--- config.mk ---
export PLATFORM = sky130hd
export DESIGN_NAME = pixel_write_sink_flat
export DESIGN_NICKNAME = d
export VERILOG_FILES = /design/src/rtl/pixel_write_sink_pkg.sv /design/src/rtl/pixel_write_sink_if.sv /design/src/rtl/pixel_fifo.sv /design/src/rtl/pixel_write_sink.sv /design/src/flat_wrapper.sv
export SDC_FILE = /design/constraint.sdc
export NUM_CORES = 1
export LEC_CHECK = 0
export ABC_AREA = 1
export CAP_MARGIN = 20
export CORE_MARGIN = 3
export CORE_UTILIZATION = 50
export CTS_CLUSTER_SIZE = 24
export DETAILED_ROUTE_END_ITERATION = 10
export PLACE_DENSITY = 0.69
export SYNTH_ARGS = -nofsm -noshare
export SYNTH_HDL_FRONTEND = slang
export SYNTH_SLANG_ARGS = --single-unit
--- constraint.sdc ---
create_clock -name clk -period 4.9 [get_ports clk]
set_clock_uncertainty 0.1 [all_clocks]
set_input_delay 0.735 -clock clk [delete_from_list [all_inputs] [get_ports clk]]
set_output_delay 0.735 -clock clk [all_outputs]
set_load 0.01 [all_outputs]
--- src/rtl/pixel_write_sink_pkg.sv ---
// Shared types and constants for the sprite pixel sink: screen geometry,
// framebuffer addressing, FIFO payload layout and sink state encoding.
package pixel_write_sink_pkg;

  localparam int unsigned SCREEN_W  = 320;
  localparam int unsigned SCREEN_H  = 240;
  localparam int unsigned FB_SIZE   = SCREEN_W * SCREEN_H;
  localparam int unsigned FB_ADDR_W = 17;
  localparam int unsigned X_W       = 9;
  localparam int unsigned Y_W       = 8;
  localparam int unsigned COLOUR_W  = 3;
  localparam int unsigned DROP_W    = 8;

  typedef struct packed {
    logic [X_W-1:0]      x;
    logic [Y_W-1:0]      y;
    logic [COLOUR_W-1:0] colour;
  } pixel_t;

  typedef enum logic [1:0] {
    ST_IDLE  = 2'd0,
    ST_CLEAR = 2'd1,
    ST_DONE  = 2'd2
  } state_t;

  // y*320 + x built from shifts: y*256 + y*64 + x
  function automatic logic [FB_ADDR_W-1:0] pixel_addr(input logic [X_W-1:0] x,
                                                      input logic [Y_W-1:0] y);
    return FB_ADDR_W'({y, 8'b0}) + FB_ADDR_W'({y, 6'b0}) + FB_ADDR_W'(x);
  endfunction

endpackage

--- src/rtl/pixel_write_sink_if.sv ---
// Pixel stream from the sprite drawers into the sink (valid/ready handshake).
interface pixel_write_sink_if
  import pixel_write_sink_pkg::*;
();

  logic [X_W-1:0]      x_in;
  logic [Y_W-1:0]      y_in;
  logic [COLOUR_W-1:0] colour_in;
  logic                writeEn;
  logic                ready;

  modport master (output x_in, output y_in, output colour_in, output writeEn, input ready);
  modport slave  (input x_in, input y_in, input colour_in, input writeEn, output ready);

endinterface

--- src/rtl/pixel_fifo.sv ---
// Synchronous pixel FIFO with fall-through head; pointers wrap modulo DEPTH,
// the occupancy count carries one extra bit so full and empty are distinct.
module pixel_fifo
  import pixel_write_sink_pkg::*;
#(
  parameter int unsigned DEPTH = 8
) (
  input  logic                   clk,
  input  logic                   reset,
  input  logic                   push,
  input  pixel_t                 din,
  input  logic                   pop,
  output pixel_t                 dout,
  output logic                   full,
  output logic                   empty,
  output logic [$clog2(DEPTH):0] count
);

  localparam int unsigned PTR_W = $clog2(DEPTH);
  localparam int unsigned CNT_W = PTR_W + 1;

  pixel_t           mem [DEPTH];
  logic [PTR_W-1:0] wr_ptr;
  logic [PTR_W-1:0] rd_ptr;
  logic             do_push;
  logic             do_pop;

  assign do_push = push && !full;
  assign do_pop  = pop && !empty;
  assign full    = (count == CNT_W'(DEPTH));
  assign empty   = (count == '0);
  assign dout    = mem[rd_ptr];

  // Storage needs no reset; occupancy tracking makes stale entries invisible
  always_ff @(posedge clk) begin
    if (do_push) mem[wr_ptr] <= din;
  end

  always_ff @(posedge clk or posedge reset) begin
    if (reset) begin
      wr_ptr <= '0;
      rd_ptr <= '0;
      count  <= '0;
    end else begin
      if (do_push) wr_ptr <= wr_ptr + PTR_W'(1);
      if (do_pop)  rd_ptr <= rd_ptr + PTR_W'(1);
      if (do_push && !do_pop)      count <= count + CNT_W'(1);
      else if (do_pop && !do_push) count <= count - CNT_W'(1);
    end
  end

endmodule

--- src/rtl/pixel_write_sink.sv ---
// Pixel sink: clips/filters incoming pixels, buffers them, commits them to the
// shared framebuffer write port, and runs the full-screen clear sequence.
module pixel_write_sink
  import pixel_write_sink_pkg::*;
#(
  parameter int unsigned         FIFO_DEPTH   = 8,
  parameter logic [COLOUR_W-1:0] TRANSPARENT  = 3'b000,
  parameter bit                  TRANSP_EN    = 1'b1,
  parameter logic [COLOUR_W-1:0] CLEAR_COLOUR = 3'b000
) (
  input  logic                 clk,
  input  logic                 reset,
  pixel_write_sink_if.slave    pix,
  input  logic                 clear_req,
  output logic                 clear_done,
  input  logic                 fb_busy,
  output logic [FB_ADDR_W-1:0] fb_addr,
  output logic [COLOUR_W-1:0]  fb_data,
  output logic                 fb_we,
  output logic [DROP_W-1:0]    dropped_cnt,
  output logic                 idle
);

  localparam int unsigned          CNT_W    = $clog2(FIFO_DEPTH) + 1;
  localparam logic [FB_ADDR_W-1:0] CLR_LAST = FB_ADDR_W'(FB_SIZE - 1);

  state_t               state;
  state_t               state_next;
  logic                 pending;
  logic [FB_ADDR_W-1:0] clr_addr;
  pixel_t               in_pix;
  pixel_t               head;
  logic                 accept;
  logic                 drop;
  logic                 push;
  logic                 pop;
  logic                 full;
  logic                 empty;
  logic [CNT_W-1:0]     count;
  logic                 fb_we_d;
  logic [FB_ADDR_W-1:0] fb_addr_d;
  logic [COLOUR_W-1:0]  fb_data_d;
  logic                 clear_done_d;

  // Input side: ready depends on registers only, never on fb_busy
  assign pix.ready = !full && !pending && (state == ST_IDLE);
  assign accept    = pix.writeEn && pix.ready;
  assign drop      = (32'(pix.x_in) >= SCREEN_W) || (32'(pix.y_in) >= SCREEN_H) ||
                     (TRANSP_EN && (pix.colour_in == TRANSPARENT));
  assign push      = accept && !drop;
  assign in_pix    = '{x: pix.x_in, y: pix.y_in, colour: pix.colour_in};
  assign pop       = (state == ST_IDLE) && !empty && !fb_busy;
  assign idle      = (state == ST_IDLE) && (count == '0) && !pending;

  pixel_fifo #(.DEPTH(FIFO_DEPTH)) u_fifo (
    .clk   (clk),
    .reset (reset),
    .push  (push),
    .din   (in_pix),
    .pop   (pop),
    .dout  (head),
    .full  (full),
    .empty (empty),
    .count (count)
  );

  always_ff @(posedge clk or posedge reset) begin
    if (reset) state <= ST_IDLE;
    else       state <= state_next;
  end

  // Clear starts only after every pixel queued ahead of the request has drained
  always_comb begin
    state_next = state;
    unique case (state)
      ST_IDLE:  if (pending && empty) state_next = ST_CLEAR;
      ST_CLEAR: if (!fb_busy && (clr_addr == CLR_LAST)) state_next = ST_DONE;
      ST_DONE:  state_next = ST_IDLE;
      default:  state_next = ST_IDLE;
    endcase
  end

  always_comb begin
    fb_we_d      = 1'b0;
    fb_addr_d    = '0;
    fb_data_d    = '0;
    clear_done_d = 1'b0;
    unique case (state)
      ST_IDLE: begin
        if (pop) begin
          fb_we_d   = 1'b1;
          fb_addr_d = pixel_addr(head.x, head.y);
          fb_data_d = head.colour;
        end
      end
      ST_CLEAR: begin
        if (!fb_busy) begin
          fb_we_d      = 1'b1;
          fb_addr_d    = clr_addr;
          fb_data_d    = CLEAR_COLOUR;
          clear_done_d = (clr_addr == CLR_LAST);
        end
      end
      default: ;
    endcase
  end

  always_ff @(posedge clk or posedge reset) begin
    if (reset) begin
      fb_we      <= 1'b0;
      fb_addr    <= '0;
      fb_data    <= '0;
      clear_done <= 1'b0;
    end else begin
      fb_we      <= fb_we_d;
      fb_addr    <= fb_addr_d;
      fb_data    <= fb_data_d;
      clear_done <= clear_done_d;
    end
  end

  // Clear address only advances on cycles the port was actually ours
  always_ff @(posedge clk or posedge reset) begin
    if (reset) begin
      clr_addr <= '0;
    end else if (state == ST_CLEAR) begin
      if (!fb_busy) clr_addr <= (clr_addr == CLR_LAST) ? '0 : clr_addr + FB_ADDR_W'(1);
    end else begin
      clr_addr <= '0;
    end
  end

  // Pending spans request through DONE, so repeat requests in that window are ignored
  always_ff @(posedge clk or posedge reset) begin
    if (reset)                  pending <= 1'b0;
    else if (state == ST_DONE)  pending <= 1'b0;
    else if (clear_req)         pending <= 1'b1;
  end

  always_ff @(posedge clk or posedge reset) begin
    if (reset) dropped_cnt <= '0;
    else if (accept && drop && (dropped_cnt != {DROP_W{1'b1}}))
      dropped_cnt <= dropped_cnt + DROP_W'(1);
  end

endmodule

--- src/flat_wrapper.sv ---
// flat-port wrapper written by rule: the top's interface ports become plain ports
module pixel_write_sink_flat import pixel_write_sink_pkg::*;
#(
  parameter int unsigned         FIFO_DEPTH   = 8,
  parameter logic [COLOUR_W-1:0] TRANSPARENT  = 3'b000,
  parameter bit                  TRANSP_EN    = 1'b1,
  parameter logic [COLOUR_W-1:0] CLEAR_COLOUR = 3'b000
)
  (clk, reset, clear_req, clear_done, fb_busy, fb_addr, fb_data, fb_we, dropped_cnt, idle, pix_x_in, pix_y_in, pix_colour_in, pix_writeEn, pix_ready);
  pixel_write_sink_if pix_i ();
  input  logic clk;
  input  logic reset;
  input  logic clear_req;
  output logic clear_done;
  input  logic fb_busy;
  output logic [FB_ADDR_W-1:0] fb_addr;
  output logic [COLOUR_W-1:0] fb_data;
  output logic fb_we;
  output logic [DROP_W-1:0] dropped_cnt;
  output logic idle;
  input wire logic [$bits(pix_i.x_in)-1:0] pix_x_in;
  input wire logic [$bits(pix_i.y_in)-1:0] pix_y_in;
  input wire logic [$bits(pix_i.colour_in)-1:0] pix_colour_in;
  input wire logic [$bits(pix_i.writeEn)-1:0] pix_writeEn;
  output wire logic [$bits(pix_i.ready)-1:0] pix_ready;
  assign pix_i.x_in = pix_x_in;
  assign pix_i.y_in = pix_y_in;
  assign pix_i.colour_in = pix_colour_in;
  assign pix_i.writeEn = pix_writeEn;
  assign pix_ready = pix_i.ready;
  pixel_write_sink #(.FIFO_DEPTH(FIFO_DEPTH), .TRANSPARENT(TRANSPARENT), .TRANSP_EN(TRANSP_EN), .CLEAR_COLOUR(CLEAR_COLOUR)) u_core (.clk(clk), .reset(reset), .pix(pix_i), .clear_req(clear_req), .clear_done(clear_done), .fb_busy(fb_busy), .fb_addr(fb_addr), .fb_data(fb_data), .fb_we(fb_we), .dropped_cnt(dropped_cnt), .idle(idle));
endmodule
Word-level counts from Yosys, hierarchy flattened --
Memory sizes are Yosys's and may differ from the RTL's. Cells that the tools add are included.
Word-level totals: flip-flop bits (word level) 60, bits in writable memories 160, word-level logic and storage cells 83, memories kept 1, output and inout port bits 32
Memories:
- u_core.u_fifo.mem | words 8, width 20, read ports 1, clocked after Yosys merged registers in 0, write ports 1, line pixel_fifo.sv:22 | pixel_t mem [DEPTH];
Operators by class: add/sub/neg operators 8, order comparisons 2, eq/ne operators 8, multiplexer cells 22, reductions and logical operators 31
Operator list (count):
- $mux W17 | 5
- $pmux W17 S2 | 1
- $add A16 B14 Y17 | 1
- $add A17 B1 Y17 const B | 1
- $add A17 B9 Y17 | 1
- $eq A17 B17 Y1 const B | 1
- $logic_and A1 B1 Y1 | 16
- $ge A9 B9 Y1 const B | 1
- $add A8 B1 Y8 const B | 1
- $ge A8 B8 Y1 const B | 1
- $mux W1 | 8
- $mux W4 | 2
- $ne A8 B8 Y1 const B | 1
- $logic_not A1 Y1 | 7
- $add A3 B1 Y3 const B | 2
- $mux W3 | 2
- $add A4 B1 Y4 const B | 1
- $eq A4 B4 Y1 const B | 1
- $logic_not A4 Y1 | 1
- $mux W2 | 2
- $ne A2 B2 Y1 const B | 2
- $pmux W2 S2 | 1
- $reduce_bool A2 Y1 | 2
- $sub A4 B1 Y4 const B | 1
- 8 further kinds | 9

Depth between registers and ports, before layout --
depth in word-level cells 11, mapped depth 19

Hierarchy --
A second synthesis with hierarchy kept.
Second synthesis, totals: cells, all modules 1173, area, all modules 10517.6 sq um
Modules (own cells, without submodules):
- pixel_fifo | times used 1, area an instance 7499.7 sq um, cells an instance 773
- pixel_write_sink | times used 1, area an instance 3017.9 sq um, cells an instance 400

Worst setup path before layout --
No wires, ideal clock.
kind register to register, from register u_core.u_fifo.rd_ptr[0], to register u_core.fb_addr[15], setup slack 2.029 ns, period minus slack after synthesis 2.871 ns, stages on the path, launching flop included 18, library setup time 0.124 ns, required time 4.676 ns, arrival time 2.647 ns, cells stage by stage dfrtp_1 -> buf_4 -> inv_4 -> buf_6 -> nor2_1 -> o22ai_1 -> inv_1 -> o21ai_1 -> inv_1 -> fa_1 -> inv_1 -> fa_1 -> nand3_1 -> nand3_1 -> nand2_1 -> nand2_1 -> nand3_1 -> nand3_1
On the way: cells in the longest elaborated chain, start to end 5
RTL lines:
- start: declaration | line pixel_fifo.sv:24 | logic [PTR_W-1:0] rd_ptr;
- start signal: assignment | line pixel_fifo.sv:46 | if (do_pop) rd_ptr <= rd_ptr + PTR_W'(1);
- $mem_v2 Z8 W20 *
- $add A16 B14 Y17 | line pixel_write_sink_pkg.sv:29 | return FB_ADDR_W'({y, 8'b0}) + FB_ADDR_W'({y, 6'b0}) + FB_ADDR_W'(x);
- $add A17 B9 Y17 * | line pixel_write_sink_pkg.sv:29
- $mux W17 * | line pixel_write_sink.sv:90 | if (pop) begin
- $pmux W17 S2 * | line pixel_write_sink.sv:88 | unique case (state)
- named net u_core.fb_addr_d[15] | line pixel_write_sink.sv:41 | logic [FB_ADDR_W-1:0] fb_addr_d;
- end signal: assignment | line pixel_write_sink.sv:116 | fb_addr <= fb_addr_d;
- end: declaration | line pixel_write_sink.sv:17 | output logic [FB_ADDR_W-1:0] fb_addr,
Mark *: on every way through the listed nets, which the timed path passes. The rest lies on a longest branch. A chain may end at the register's enable or synchronous reset.

Worst setup path in the final report --
Ends and elaborated chain as after synthesis.

==> reports/qor.yml <==
status:
  outcome: "complete, no violations"
worst_setup_path:
  startpoint_type: "register"
  worstPathRequired_ps: 5200
  critical_path.max_fanout: 81
  path_class: "reg -> reg"
  reg2reg_depth: 15
  end_kind: "register"
  arrival_ps: 4110
clocking:
  clockBufferDepth: 3
  cts_tree: "built"
  cts_resized: 0
  htree_levels: 1
  post-cts-setup-buffers: 0
  root_buffer: "clkbuf_16"
  cts_sinks: 220
  cts_hold_buf: 0
  clk_latency_ps: 520
  path_clk_slew_ps: 60
  cts_buffers: 23
finish:
  num-fill-cells: 1547
  area_growth_syn_to_layout_pct: 16.7
  diodes: 0
  drive_gt1_share_pct: 8.82
  nets: 1031
floorplan:
  ios: 57
  fp.dieArea_um2: 21300
  core_area_um2: 19000
  row_count: 50
  fp.dieH_um: 146
  initial_core_util_pct: 51.7
  dieWidth_um: 146
synth:
  synth_common_cells: "nand2_1 (162), edfxtp_1 (160), nor2_1 (136)"
  yosysTopAreaCell: "edfxtp_1"
  async_flop_share_pct: 27.3
  ys.flop_type: "edfxtp_1"
  ys_warn_count: 0
  syn_area_per_cell_um2: 10.7
  synth_cell_types: 34
  synth_nets: 967
  netlist_area_um2: 9790
  synth_seq_area_share_pct: 64.4
  synth.most_common_cell: "nand2_1"
  synth_top_area_share_pct: 49.1
  postSynthCellCount: 917
  ys_seq_elements: 220
  synth_edf_count: 160
  synth_area_leaders: "edfxtp_1 (49%), dfrtp_1 (15%), nand2_1 (6.2%), nor2_1 (5.2%), o21ai_0 (4.9%)"
worst_hold_path:
  hp-class: "reg -> reg"
  hold_depth: 2
detailed_routing:
  ant_nets: 0
  wl_um: 21400
  first_pass_iters: 5
  drc: 0
  drtIter0Drc: 451
  wl_per_cell_um: 17.0
  routed_via_density: 5.35
  vias: 6733
sta:
  setup_slack_ps: 1090
  max_freq_mhz: 263
  rsz0062_at_grt: "no"
  slew_viol_final: 0
  worstMarginPinSlew_ps: 912
  fin_setup_tns_ps: 0
  setup_violations: 0
  hold_viol: 0
  maxSlewHeadroom_pct: 39.1
  layout_min_cycle_time_ps: 3810
  post-route-period-util_pct: 77.7
placement:
  pre_cts_ws_ps: 1130
  gp_congestion: 0.802
  io_buffers: 56
  place_hpwl_um: 13000
power:
  leakage_nw: 4.41
  vdd_drop_max_mv: 0.257
  powerDensity_nw_per_um2: 431
global_route:
  grt_pass1_wl_um: 34500
  first_global_vias: 6594
  grt_max_degree: 82
  gr-total-overflow: 0
  gr-usage-all-layers_pct: 20.0
  antenna_found_initial: 0
flow_run:
  max-cap-violations: 0
[metal layers]
metal	vias to the layer above	routed length, um	global-route usage [%]
li1	3266	-	-
met1	3213	9720	29.0
met2	211	9720	31.2
met3	43	1240	3.08
met4	0	690	7.08
met5	-	0	0
[registers in the layout, summed over array words and instances, names as in the netlist]
name and cells:
u_core.fb_addr 17, u_core.u_fifo.count 4, u_core.dropped_cnt 8, u_core.clr_addr 17
u_core.state 2, u_core.u_fifo.wr_ptr 3, u_core.fb_we 1, u_core.pending 1
u_core.u_fifo.rd_ptr 3, u_core.clear_done 1, u_core.u_fifo.mem 160, u_core.fb_data 3
[worst paths after layout]
kind | slack, ps | endpoint | start
max in group asynchronous | 3260 | u_core.u_fifo.rd_ptr[0] | reset
max reg2reg | 1090 | u_core.fb_addr[15] | u_core.u_fifo.rd_ptr[0]
min | 400 | u_core.u_fifo.count[3] | u_core.u_fifo.count[3]
min in group asynchronous | 560 | u_core.dropped_cnt[5] | reset
max | 1090 | u_core.fb_addr[15] | u_core.u_fifo.rd_ptr[0]
min reg2reg | 400 | u_core.u_fifo.count[3] | u_core.u_fifo.count[3]
[cells in the final DEF, fill, tap and decap left out, drive strengths merged]
cell type        n
o21ai          109
o211ai           1
o221ai           1
clkinv           5
nor3             6
a21oi           12
nand3           58
clkinvlp         2
clkbuf          30
xor2            18
ha              22
edfxtp         160
nand3b           2
nand2          166
clkdlybuf4s50   56
inv             77
nand4           10
o22a             1
nor2           145
o22ai           28
o31ai            1
bufinv           3
or2              1
fa               3
xnor2            4
buf             17
dfrtp           60
[stage by stage]
stage | cells | hold WS [ps] | utilization (%) | power (mW) | cell area (um2)
floorplan | 917 | 363 | - | 2.89 | 9790
global placement | 1216 | 385 | 56.2 | 3.14 | 10600
detailed placement | 1216 | 399 | 56.2 | 3.16 | 10600
CTS | 1258 | 414 | 60.3 | 4.94 | 11400
global route | 1258 | 464 | 60.3 | 5.17 | 11400
finish | 1258 | 404 | 60.3 | 4.92 | 11400
[cells by family after synthesis]
group / count (synthesis) / share of synthesized area, %
AO/OA/AOI/OAI: 153 / 8.50
XOR/XNOR: 22 / 1.97
adder cells (fa/ha/maj): 25 / 3.42
buffers and inverters: 109 / 4.79
flip-flops: 220 / 64.4
AND/OR/NAND/NOR: 388 / 16.9
[power by group]
group          total (mW)  leakage [nW]  switching (mW)  internal (mW)
Combinational        1.02          1.82           0.636          0.380
Sequential           2.11          2.21          0.0629           2.05
Clock                1.79         0.383           0.714           1.08
Total                4.92          4.41            1.41           3.51
[final cells by class]
type / instances / area [um2] / area share [%]
clock inverter: 12 / 155 / 1.36
tap: 260 / 325 / 2.85
multi-input combinational: 588 / 3040 / 26.6
clock buffer: 30 / 633 / 5.54
sequential: 220 / 6310 / 55.2
inverter: 75 / 284 / 2.48
timing repair buffer: 73 / 688 / 6.02
[critical path, stage by stage, from the launching register on]
cell and delay (ps):
dfrtp_2 650, inv_4 640, o21ai_0 170, o22ai_1 160, inv_1 60, o21ai_1 180, inv_1 90, fa_1 530
inv_1 60, fa_1 480, nand3_1 110, nand3_1 100, nand2_1 80, nand2_1 70, nand3_1 80, nand3_1 70
(Power assumes the default switching activity.)
